[src/rtl/obi_spi_master_arbiter_if.sv]
// Single OBI channel bundle (address phase + response phase).
// "master" drives the address phase, "slave" grants it and returns responses.
interface obi_spi_master_arbiter_if #(
   parameter int ADDR_WIDTH = 32,
   parameter int DATA_WIDTH = 32
);
   logic                  req;
   logic                  gnt;
   logic [ADDR_WIDTH-1:0] addr;
   logic                  we;
   logic [DATA_WIDTH-1:0] w_data;
   logic [3:0]            be;
   logic                  r_valid;
   logic [DATA_WIDTH-1:0] r_data;

   modport master (
      output req, addr, we, w_data, be,
      input  gnt, r_valid, r_data
   );

   modport slave (
      input  req, addr, we, w_data, be,
      output gnt, r_valid, r_data
   );
endinterface

[src/rtl/obi_spi_master_arbiter.sv]
// Two-requester OBI arbiter with an ordered ID queue for response routing.
// Define OBI_SPI_ARB_RR_EN for round-robin; otherwise s0 has fixed priority.
module obi_spi_master_arbiter #(
   parameter int OBI_ADDR_WIDTH  = 32,
   parameter int OBI_DATA_WIDTH  = 32,
   parameter int MAX_OUTSTANDING = 4
) (
   input  logic                      obi_aclk,
   input  logic                      obi_aresetn,
   obi_spi_master_arbiter_if.slave   s0,
   obi_spi_master_arbiter_if.slave   s1,
   obi_spi_master_arbiter_if.master  obi_master,
   output logic                      arb_err
);

   localparam int PTR_W = $clog2(MAX_OUTSTANDING);
   localparam int CNT_W = $clog2(MAX_OUTSTANDING) + 1;
   localparam logic [CNT_W-1:0] CNT_MAX = CNT_W'(MAX_OUTSTANDING);

   logic                      sel;
   logic                      sel_q;
   logic                      locked_q;
   logic                      push;
   logic                      pop;
   logic                      full;
   logic                      head;
   logic                      req_mux;
   logic [OBI_ADDR_WIDTH-1:0] addr_mux;
   logic [OBI_DATA_WIDTH-1:0] w_data_mux;
   logic                      we_mux;
   logic [3:0]                be_mux;
   logic [MAX_OUTSTANDING-1:0] id_q;
   logic [PTR_W-1:0]          wr_ptr_q;
   logic [PTR_W-1:0]          rd_ptr_q;
   logic [CNT_W-1:0]          count_q;

`ifdef OBI_SPI_ARB_RR_EN
   logic last_q;
`endif

   // A stalled address phase keeps its owner until the handshake completes.
   always_comb begin
      sel = sel_q;
      if (!locked_q) begin
`ifdef OBI_SPI_ARB_RR_EN
         if (s0.req && s1.req) begin
            sel = ~last_q;
         end else begin
            sel = s1.req;
         end
`else
         sel = s1.req && !s0.req;
`endif
      end
   end

   always_comb begin
      req_mux    = s0.req;
      addr_mux   = s0.addr;
      we_mux     = s0.we;
      w_data_mux = s0.w_data;
      be_mux     = s0.be;
      if (sel) begin
         req_mux    = s1.req;
         addr_mux   = s1.addr;
         we_mux     = s1.we;
         w_data_mux = s1.w_data;
         be_mux     = s1.be;
      end
   end

   assign full              = (count_q == CNT_MAX);
   assign obi_master.req    = req_mux && !full;
   assign obi_master.addr   = addr_mux;
   assign obi_master.we     = we_mux;
   assign obi_master.w_data = w_data_mux;
   assign obi_master.be     = be_mux;

   assign push   = obi_master.req && obi_master.gnt;
   assign s0.gnt = push && !sel;
   assign s1.gnt = push && sel;

   // A response with nothing outstanding is flagged but never routed.
   assign head       = id_q[rd_ptr_q];
   assign pop        = obi_master.r_valid && (count_q != '0);
   assign arb_err    = obi_master.r_valid && (count_q == '0);
   assign s0.r_valid = pop && !head;
   assign s1.r_valid = pop && head;
   assign s0.r_data  = obi_master.r_data;
   assign s1.r_data  = obi_master.r_data;

   always_ff @(posedge obi_aclk or negedge obi_aresetn) begin
      if (!obi_aresetn) begin
         sel_q    <= 1'b0;
         locked_q <= 1'b0;
         id_q     <= '0;
         wr_ptr_q <= '0;
         rd_ptr_q <= '0;
         count_q  <= '0;
      end else begin
         sel_q    <= sel;
         locked_q <= obi_master.req && !obi_master.gnt;
         if (push) begin
            id_q[wr_ptr_q] <= sel;
            wr_ptr_q       <= wr_ptr_q + PTR_W'(1);
         end
         if (pop) begin
            rd_ptr_q <= rd_ptr_q + PTR_W'(1);
         end
         case ({push, pop})
            2'b10:   count_q <= count_q + CNT_W'(1);
            2'b01:   count_q <= count_q - CNT_W'(1);
            default: count_q <= count_q;
         endcase
      end
   end

`ifdef OBI_SPI_ARB_RR_EN
   // Reset value 1 lets s0 win the very first contended cycle.
   always_ff @(posedge obi_aclk or negedge obi_aresetn) begin
      if (!obi_aresetn) begin
         last_q <= 1'b1;
      end else if (push) begin
         last_q <= sel;
      end
   end
`endif

endmodule

[src/flat_wrapper.sv]
// flat-port wrapper written by rule: the top's interface ports become plain ports
module obi_spi_master_arbiter_flat 
#(
   parameter int OBI_ADDR_WIDTH  = 32,
   parameter int OBI_DATA_WIDTH  = 32,
   parameter int MAX_OUTSTANDING = 4
)
  (obi_aclk, obi_aresetn, arb_err, s0_req, s0_addr, s0_we, s0_w_data, s0_be, s0_gnt, s0_r_valid, s0_r_data, s1_req, s1_addr, s1_we, s1_w_data, s1_be, s1_gnt, s1_r_valid, s1_r_data, obi_master_req, obi_master_addr, obi_master_we, obi_master_w_data, obi_master_be, obi_master_gnt, obi_master_r_valid, obi_master_r_data);
  obi_spi_master_arbiter_if #(.ADDR_WIDTH(32), .DATA_WIDTH(32)) s0_i ();
  obi_spi_master_arbiter_if #(.ADDR_WIDTH(32), .DATA_WIDTH(32)) s1_i ();
  obi_spi_master_arbiter_if #(.ADDR_WIDTH(32), .DATA_WIDTH(32)) obi_master_i ();
  input  logic obi_aclk;
  input  logic obi_aresetn;
  output logic arb_err;
  input wire logic [$bits(s0_i.req)-1:0] s0_req;
  input wire logic [$bits(s0_i.addr)-1:0] s0_addr;
  input wire logic [$bits(s0_i.we)-1:0] s0_we;
  input wire logic [$bits(s0_i.w_data)-1:0] s0_w_data;
  input wire logic [$bits(s0_i.be)-1:0] s0_be;
  output wire logic [$bits(s0_i.gnt)-1:0] s0_gnt;
  output wire logic [$bits(s0_i.r_valid)-1:0] s0_r_valid;
  output wire logic [$bits(s0_i.r_data)-1:0] s0_r_data;
  input wire logic [$bits(s1_i.req)-1:0] s1_req;
  input wire logic [$bits(s1_i.addr)-1:0] s1_addr;
  input wire logic [$bits(s1_i.we)-1:0] s1_we;
  input wire logic [$bits(s1_i.w_data)-1:0] s1_w_data;
  input wire logic [$bits(s1_i.be)-1:0] s1_be;
  output wire logic [$bits(s1_i.gnt)-1:0] s1_gnt;
  output wire logic [$bits(s1_i.r_valid)-1:0] s1_r_valid;
  output wire logic [$bits(s1_i.r_data)-1:0] s1_r_data;
  output wire logic [$bits(obi_master_i.req)-1:0] obi_master_req;
  output wire logic [$bits(obi_master_i.addr)-1:0] obi_master_addr;
  output wire logic [$bits(obi_master_i.we)-1:0] obi_master_we;
  output wire logic [$bits(obi_master_i.w_data)-1:0] obi_master_w_data;
  output wire logic [$bits(obi_master_i.be)-1:0] obi_master_be;
  input wire logic [$bits(obi_master_i.gnt)-1:0] obi_master_gnt;
  input wire logic [$bits(obi_master_i.r_valid)-1:0] obi_master_r_valid;
  input wire logic [$bits(obi_master_i.r_data)-1:0] obi_master_r_data;
  assign s0_i.req = s0_req;
  assign s0_i.addr = s0_addr;
  assign s0_i.we = s0_we;
  assign s0_i.w_data = s0_w_data;
  assign s0_i.be = s0_be;
  assign s0_gnt = s0_i.gnt;
  assign s0_r_valid = s0_i.r_valid;
  assign s0_r_data = s0_i.r_data;
  assign s1_i.req = s1_req;
  assign s1_i.addr = s1_addr;
  assign s1_i.we = s1_we;
  assign s1_i.w_data = s1_w_data;
  assign s1_i.be = s1_be;
  assign s1_gnt = s1_i.gnt;
  assign s1_r_valid = s1_i.r_valid;
  assign s1_r_data = s1_i.r_data;
  assign obi_master_req = obi_master_i.req;
  assign obi_master_addr = obi_master_i.addr;
  assign obi_master_we = obi_master_i.we;
  assign obi_master_w_data = obi_master_i.w_data;
  assign obi_master_be = obi_master_i.be;
  assign obi_master_i.gnt = obi_master_gnt;
  assign obi_master_i.r_valid = obi_master_r_valid;
  assign obi_master_i.r_data = obi_master_r_data;
  obi_spi_master_arbiter #(.OBI_ADDR_WIDTH(OBI_ADDR_WIDTH), .OBI_DATA_WIDTH(OBI_DATA_WIDTH), .MAX_OUTSTANDING(MAX_OUTSTANDING)) u_core (.obi_aclk(obi_aclk), .obi_aresetn(obi_aresetn), .s0(s0_i), .s1(s1_i), .obi_master(obi_master_i), .arb_err(arb_err));
endmodule
[config.mk]
export PLATFORM = sky130hd
export DESIGN_NAME = obi_spi_master_arbiter_flat
export DESIGN_NICKNAME = d
export VERILOG_FILES = /design/src/rtl/obi_spi_master_arbiter_if.sv /design/src/rtl/obi_spi_master_arbiter.sv /design/src/flat_wrapper.sv
export SDC_FILE = /design/constraint.sdc
export NUM_CORES = 1
export LEC_CHECK = 0
export CAP_MARGIN = 20
export CORE_AREA = 8 8 115 117
export DETAILED_ROUTE_END_ITERATION = 16
export DIE_AREA = 0 0 123 125
export HOLD_SLACK_MARGIN = 0.06
export PLACE_DENSITY = 0.75
export SLEW_MARGIN = 20
export SYNTH_ARGS = -nofsm -noshare
export SYNTH_HDL_FRONTEND = slang
export SYNTH_SLANG_ARGS = --single-unit
export TNS_END_PERCENT = 5
[constraint.sdc]
create_clock -name obi_aclk -period 2.25 [get_ports obi_aclk]
set_input_delay 0.5625 -clock obi_aclk [delete_from_list [all_inputs] [get_ports obi_aclk]]
set_output_delay 0.5625 -clock obi_aclk [all_outputs]
set_load 0.005 [all_outputs]
[After elaboration in Yosys (flattened, before gate mapping)]
Index checks and enable logic that the tools add are counted.
Word-level totals
  flip-flop bits (word level): 13
  input port bits: 176
  output and inout bits: 139
  word-level logic and storage cells: 47
Operators by class
  $add $sub $neg: 4
  order comparisons: 3
  eq/ne operators: 3
  multiplexer cells: 12
  reduce and logical (&&, ||, !) cells: 19
Operators with widths (number)
  $mux 32: 2
  $logic_and 1x1->1: 11
  $lt 2x3->1 const B: 2
  $pmux 3 s2: 1
  $logic_not 1->1: 5
  $mux 1: 5
  $add 2x1->2 const B: 2
  $bwmux 4: 1
  $mux 4: 1
  $add 3x1->3 const B: 1
  $eq 3x3->1 const B: 1
  $logic_not 3->1: 1
  $reduce_bool 3->1: 1
  $sub 3x1->3 const B: 1
  $bmux 1 s2: 1
  $demux 1 s2: 1
  $eq 2x1->1 const B: 1
  $eq 2x2->1 const B: 1
  $ge 2x1->1 const B: 1
  $reduce_bool 2->1: 1

[Depth between registers and ports, before layout]
  depth after elaboration: 8
  mapped depth: 9
  depth with buffers taken out: 8

[Least setup slack after synthesis]
No wires, ideal clock.
  kind: input port to flip-flop
  start point: in s1_req
  end point: reg u_core.count_q[2]
  arrival: 2.060 ns
  required time: 2.171 ns
  setup slack: 0.111 ns
  cell stages on the path: 8
  path through: mux2_2 -> o2111ai_2 -> ha_1 -> inv_1 -> fa_1 -> xor2_1 -> nor2_1 -> xor2_1
On the way
  longest elaborated chain between the ends: 7
  elaborated cells on any way between the ends: 9
  those cells by class: eq/ne: 2; mux: 3; reduce/logical: 4
Ends and longest elaborated chain
  start: declaration: line flat_wrapper.sv:23  | input wire logic [$bits(s1_i.req)-1:0] s1_req;
  $logic_and 1x1->1: line obi_spi_master_arbiter.sv:52  | sel = s1.req && !s0.req;
  $mux 1: line obi_spi_master_arbiter.sv:44  | if (!locked_q) begin
  $mux 1 *: line obi_spi_master_arbiter.sv:63  | if (sel) begin
  $logic_and 1x1->1 *: line obi_spi_master_arbiter.sv:73  | assign obi_master.req = req_mux && !full;
  $logic_and 1x1->1 *: line obi_spi_master_arbiter.sv:79  | assign push = obi_master.req && obi_master.gnt;
  $eq 2x1->1 or $eq 2x2->1 (tied branches): line obi_spi_master_arbiter.sv:110  | case ({push, pop})
  $pmux 3 s2 or $reduce_bool 2->1 (tied branches)
  end signal: assignment: line obi_spi_master_arbiter.sv:111  | 2'b10: count_q <= count_q + CNT_W'(1);
  end signal: assignment: line obi_spi_master_arbiter.sv:112  | 2'b01: count_q <= count_q - CNT_W'(1);
  end signal: assignment: line obi_spi_master_arbiter.sv:113  | default: count_q <= count_q;
  end: declaration: line obi_spi_master_arbiter.sv:35  | logic [CNT_W-1:0] count_q;
Every way passes the cells marked *; elsewhere a longest branch is shown, timed or not.
A chain may end at the register's enable or synchronous reset.

[Final worst setup path]
  start point: reg u_core.locked_q
  end point: out obi_master_w_data[29]
On the way
  longest elaborated chain between the ends: 2
Ends and longest elaborated chain
  start: declaration: line obi_spi_master_arbiter.sv:22  | logic locked_q;
  start signal: assignment: line obi_spi_master_arbiter.sv:102  | locked_q <= obi_master.req && !obi_master.gnt;
  $mux 1: line obi_spi_master_arbiter.sv:44
  $mux 32: line obi_spi_master_arbiter.sv:63
  end: declaration: line flat_wrapper.sv:34  | output wire logic [$bits(obi_master_i.w_data)-1:0] obi_master_w_data;
Every way passes these cells.

==> out/metrics.yaml <==
floorplanning:
  die_height_um: 125
  die_area_sq_um: 15400
  io_pins: 315
  initial_core_util_pct: 17.8
  fp.coreArea_sq_um: 11600
  placementRows: 40
  die_w_um: 123
layout:
  area_growth_pct: 126
  drive_gt1_share_pct: 50.4
  nets: 576
  final_area_sq_um: 4660
  finish.utilization_pct: 40.2
timing:
  clock_skew_ns: 0.00261
  hold_viol: 0
  fin_crit_sh_pct: 104
  rsz0062_at_grt: "yes"
  final-setup-viol-count: 54
  worst_pin_slew_ns: 0.583
  layout_setup_ws_ns: -0.101
  drv_slew: 0
  max_slew_margin_pct: 61.0
  setup_tns_ns: -4.24
  finalCriticalPeriod_ns: 2.35
  max_freq_mhz: 425
synthesis:
  yosys-top-cells-area: "mux2_2 38%, buf_4 25%, dfrtp_1 16%"
  synth_top_area_share_pct: 38.2
  synth.distinct_cells: 31
  yosysSeqAreaShare_pct: 15.7
  synth_nets: 388
  synth_edf_count: 0
  yosys_warnings: 0
  syn_area_per_cell_sq_um: 10.0
  async_reset_ff_share_pct: 100
  syn_area_sq_um: 2070
  yosysTopAreaCell: "mux2_2"
  synthFlopType: "dfrtp_1"
  synth_cells: 206
  ys_ff_latch: 13
clock_network:
  cts_tree: "built"
  clockBufferDepth: 2
  cts.reportedPaths.clkPinSlew_ns: 0.05
  htree_levels: 1
  cts.sinks: 13
  clkLatencyLatePin_ns: 0.25
  cts-root-buf: "clkbuf_16"
  numCtsBuffers: 3
route:
  viasPerCell: 4.24
  first_iter_violations: 47
  post_drt_wl_per_cell_um: 23.5
  final_antenna_net_count: 0
  routed_wl_mm: 12.7
  vias: 2293
  drc: 0
  firstDrtPassIters: 4
power:
  vdd_drop_max_uv: 465
  power_leakage_nw: 2.14
  power.density_nw_per_um2: 597
setup_path:
  start_kind: "flip-flop"
  crit_required_ns: 1.69
  crit_top_cell: "buf_12"
  worstPathArrival_ns: 1.79
  r2r-start: "u_core.sel_q"
  crit_slowest_cell: "dfrtp_1"
  crit_start: "u_core.locked_q"
  worstPathMaxFanout: 5
  end_kind: "primary output"
  path_delay_family: "buffers and inverters"
  worstPathCellList: "nand2b_4 > o21ai_4 > buf_12 > buf_12 > clkbuf_16 > mux2_4 > buf_6"
  worstSetupPathType: "flip-flop to primary output"
  cp_slowest_stage_delay_ns: 0.37
  cp.buffers_inverters: 4
place:
  gp_congestion: 0.834
  io_buffer_count: 218
  post-place-ws_ns: -0.811
  place_area_sq_um: 4040
  place_hpwl_mm: 9.92
status:
  status: "finished, violations left"
  violations: "negative setup slack"
worst_hold_path:
  min_from: "u_core.rd_ptr_q[1]"
  hp-class: "flip-flop to flip-flop"
grt:
  antenna_found_initial: 6
  grt_usage_pct: 14.8
  grt_pass1_vias: 2458
  grt_pass1_wl_mm: 16.9
  grt_remaining_overflow: 0
  grt_start_max_net_pins: 17
job:
  maxCapViolations: 0
synthesized netlist by cell type (2+ instances only):
master,instances
mux2_2,70
dfrtp_1,13
buf_2,2
nand2_1,3
a32o_2,4
nand4_1,3
nor2_1,4
inv_1,6
ha_1,5
xnor2_1,4
and2_1,2
buf_4,70
xor2_1,2
per-layer routing:
| layer | track usage (%) | share of wire (%) | vias to the layer above |
|---|---|---|---|
| li1 | - | - | 1033 |
| met5 | 0 | 0.53 | - |
| met4 | 1.49 | 0.40 | 12 |
| met1 | 18.5 | 41 | 1055 |
| met2 | 22.1 | 43 | 178 |
| met3 | 8.46 | 15 | 15 |
report_power, final:
part           switching (mW)  leakage [nW]  internal, mW
sequential             0.0829         0.158         0.345
combinational           0.702          1.94          1.31
clock                   0.106        0.0409         0.237
final timing paths:
check                                         to  slack (ns)  depth (start not counted)
min reg2reg                   u_core.rd_ptr_q[1]        0.48                          1
min in group asynchronous        u_core.locked_q        0.69                          1
max reg2reg                    u_core.count_q[2]        0.04                          9
max in group asynchronous     u_core.wr_ptr_q[0]        1.18                          1
max                        obi_master_w_data[29]       -0.10                          7
min                           u_core.rd_ptr_q[1]        0.48                          1
cells in the final DEF (no fill, tap or decap), types with 2 or more instances in the layout:
| cell | netlist | routed |
|---|---|---|
| clkdlybuf4s50_1 | 0 | 141 |
| mux2_4 | 0 | 62 |
| buf_6 | 1 | 49 |
| clkbuf_2 | 0 | 24 |
| buf_4 | 70 | 19 |
| dfrtp_1 | 13 | 13 |
| mux2_2 | 70 | 8 |
| buf_12 | 0 | 7 |
| inv_1 | 6 | 6 |
| ha_1 | 5 | 5 |
| clkbuf_16 | 0 | 5 |
| buf_16 | 0 | 5 |
| buf_2 | 2 | 5 |
| nor2_1 | 4 | 4 |
| a32o_2 | 4 | 4 |
| xnor2_1 | 4 | 4 |
| dlygate4sd2_1 | 0 | 4 |
| nand4_1 | 3 | 3 |
| nand2_1 | 3 | 2 |
| and2_1 | 2 | 2 |
| xor2_1 | 2 | 2 |
repair_timing:
action / 4_1_cts / 5_1_grt
pin swaps: 1 / 1
gates resized for setup: 277 / 113
buffers inserted: 7 / 9
gates cloned: 6 / 2
endpoints found under the setup margin: 76 / 71
hold buffers: 0 / 0
cells by family after synthesis:
logic type               Yosys count  synth area share [%]
buffers and inverters             79                  27.6
multiplexers                      73                  40.3
AND/OR/NAND/NOR                   22                  6.36
flip-flops                        13                  15.7
AO/OA/AOI/OAI                      7                  3.51
XOR/XNOR                           6                  2.54
adder cells (fa/ha/maj)            6                  4.00
through the flow:
stage / power (mW) / std cells / hold slack [ns]
CTS: 2.61 / 531 / 0.480
global route: 2.96 / 540 / 0.489
finish: 2.78 / 541 / 0.480
detailed placement: 2.05 / 514 / 0.474
global placement: 2.01 / 514 / 0.473
floorplan: 1.24 / 206 / 0.267
worst reg2reg max path, cell delays in order (launching register included):
cell and delay, ns:
dfrtp_1 0.41, buf_4 0.15, mux2_2 0.28, o2111ai_2 0.21, ha_1 0.22, inv_1 0.06
fa_1 0.37, xor2_1 0.15, nor2_1 0.12, xor2_1 0.16
registers in the layout (all words and copies together), names as in the netlist:
name / flops
u_core.rd_ptr_q: 2
u_core.count_q: 3
u_core.wr_ptr_q: 2
u_core.id_q: 4
u_core.sel_q: 1
u_core.locked_q: 1
final cells by class:
class                   instances  area, sq um
well taps                     147          184
clock inverters                 1         5.00
fillers                      1118         6950
inverters                       6         22.5
diodes                          1         2.50
repair buffers                256         2610
multi-input cells             114         1440
flip-flops and latches         13          325
clock buffers                   3         75.1
Note: power is estimated with default switching activity, not from simulation.
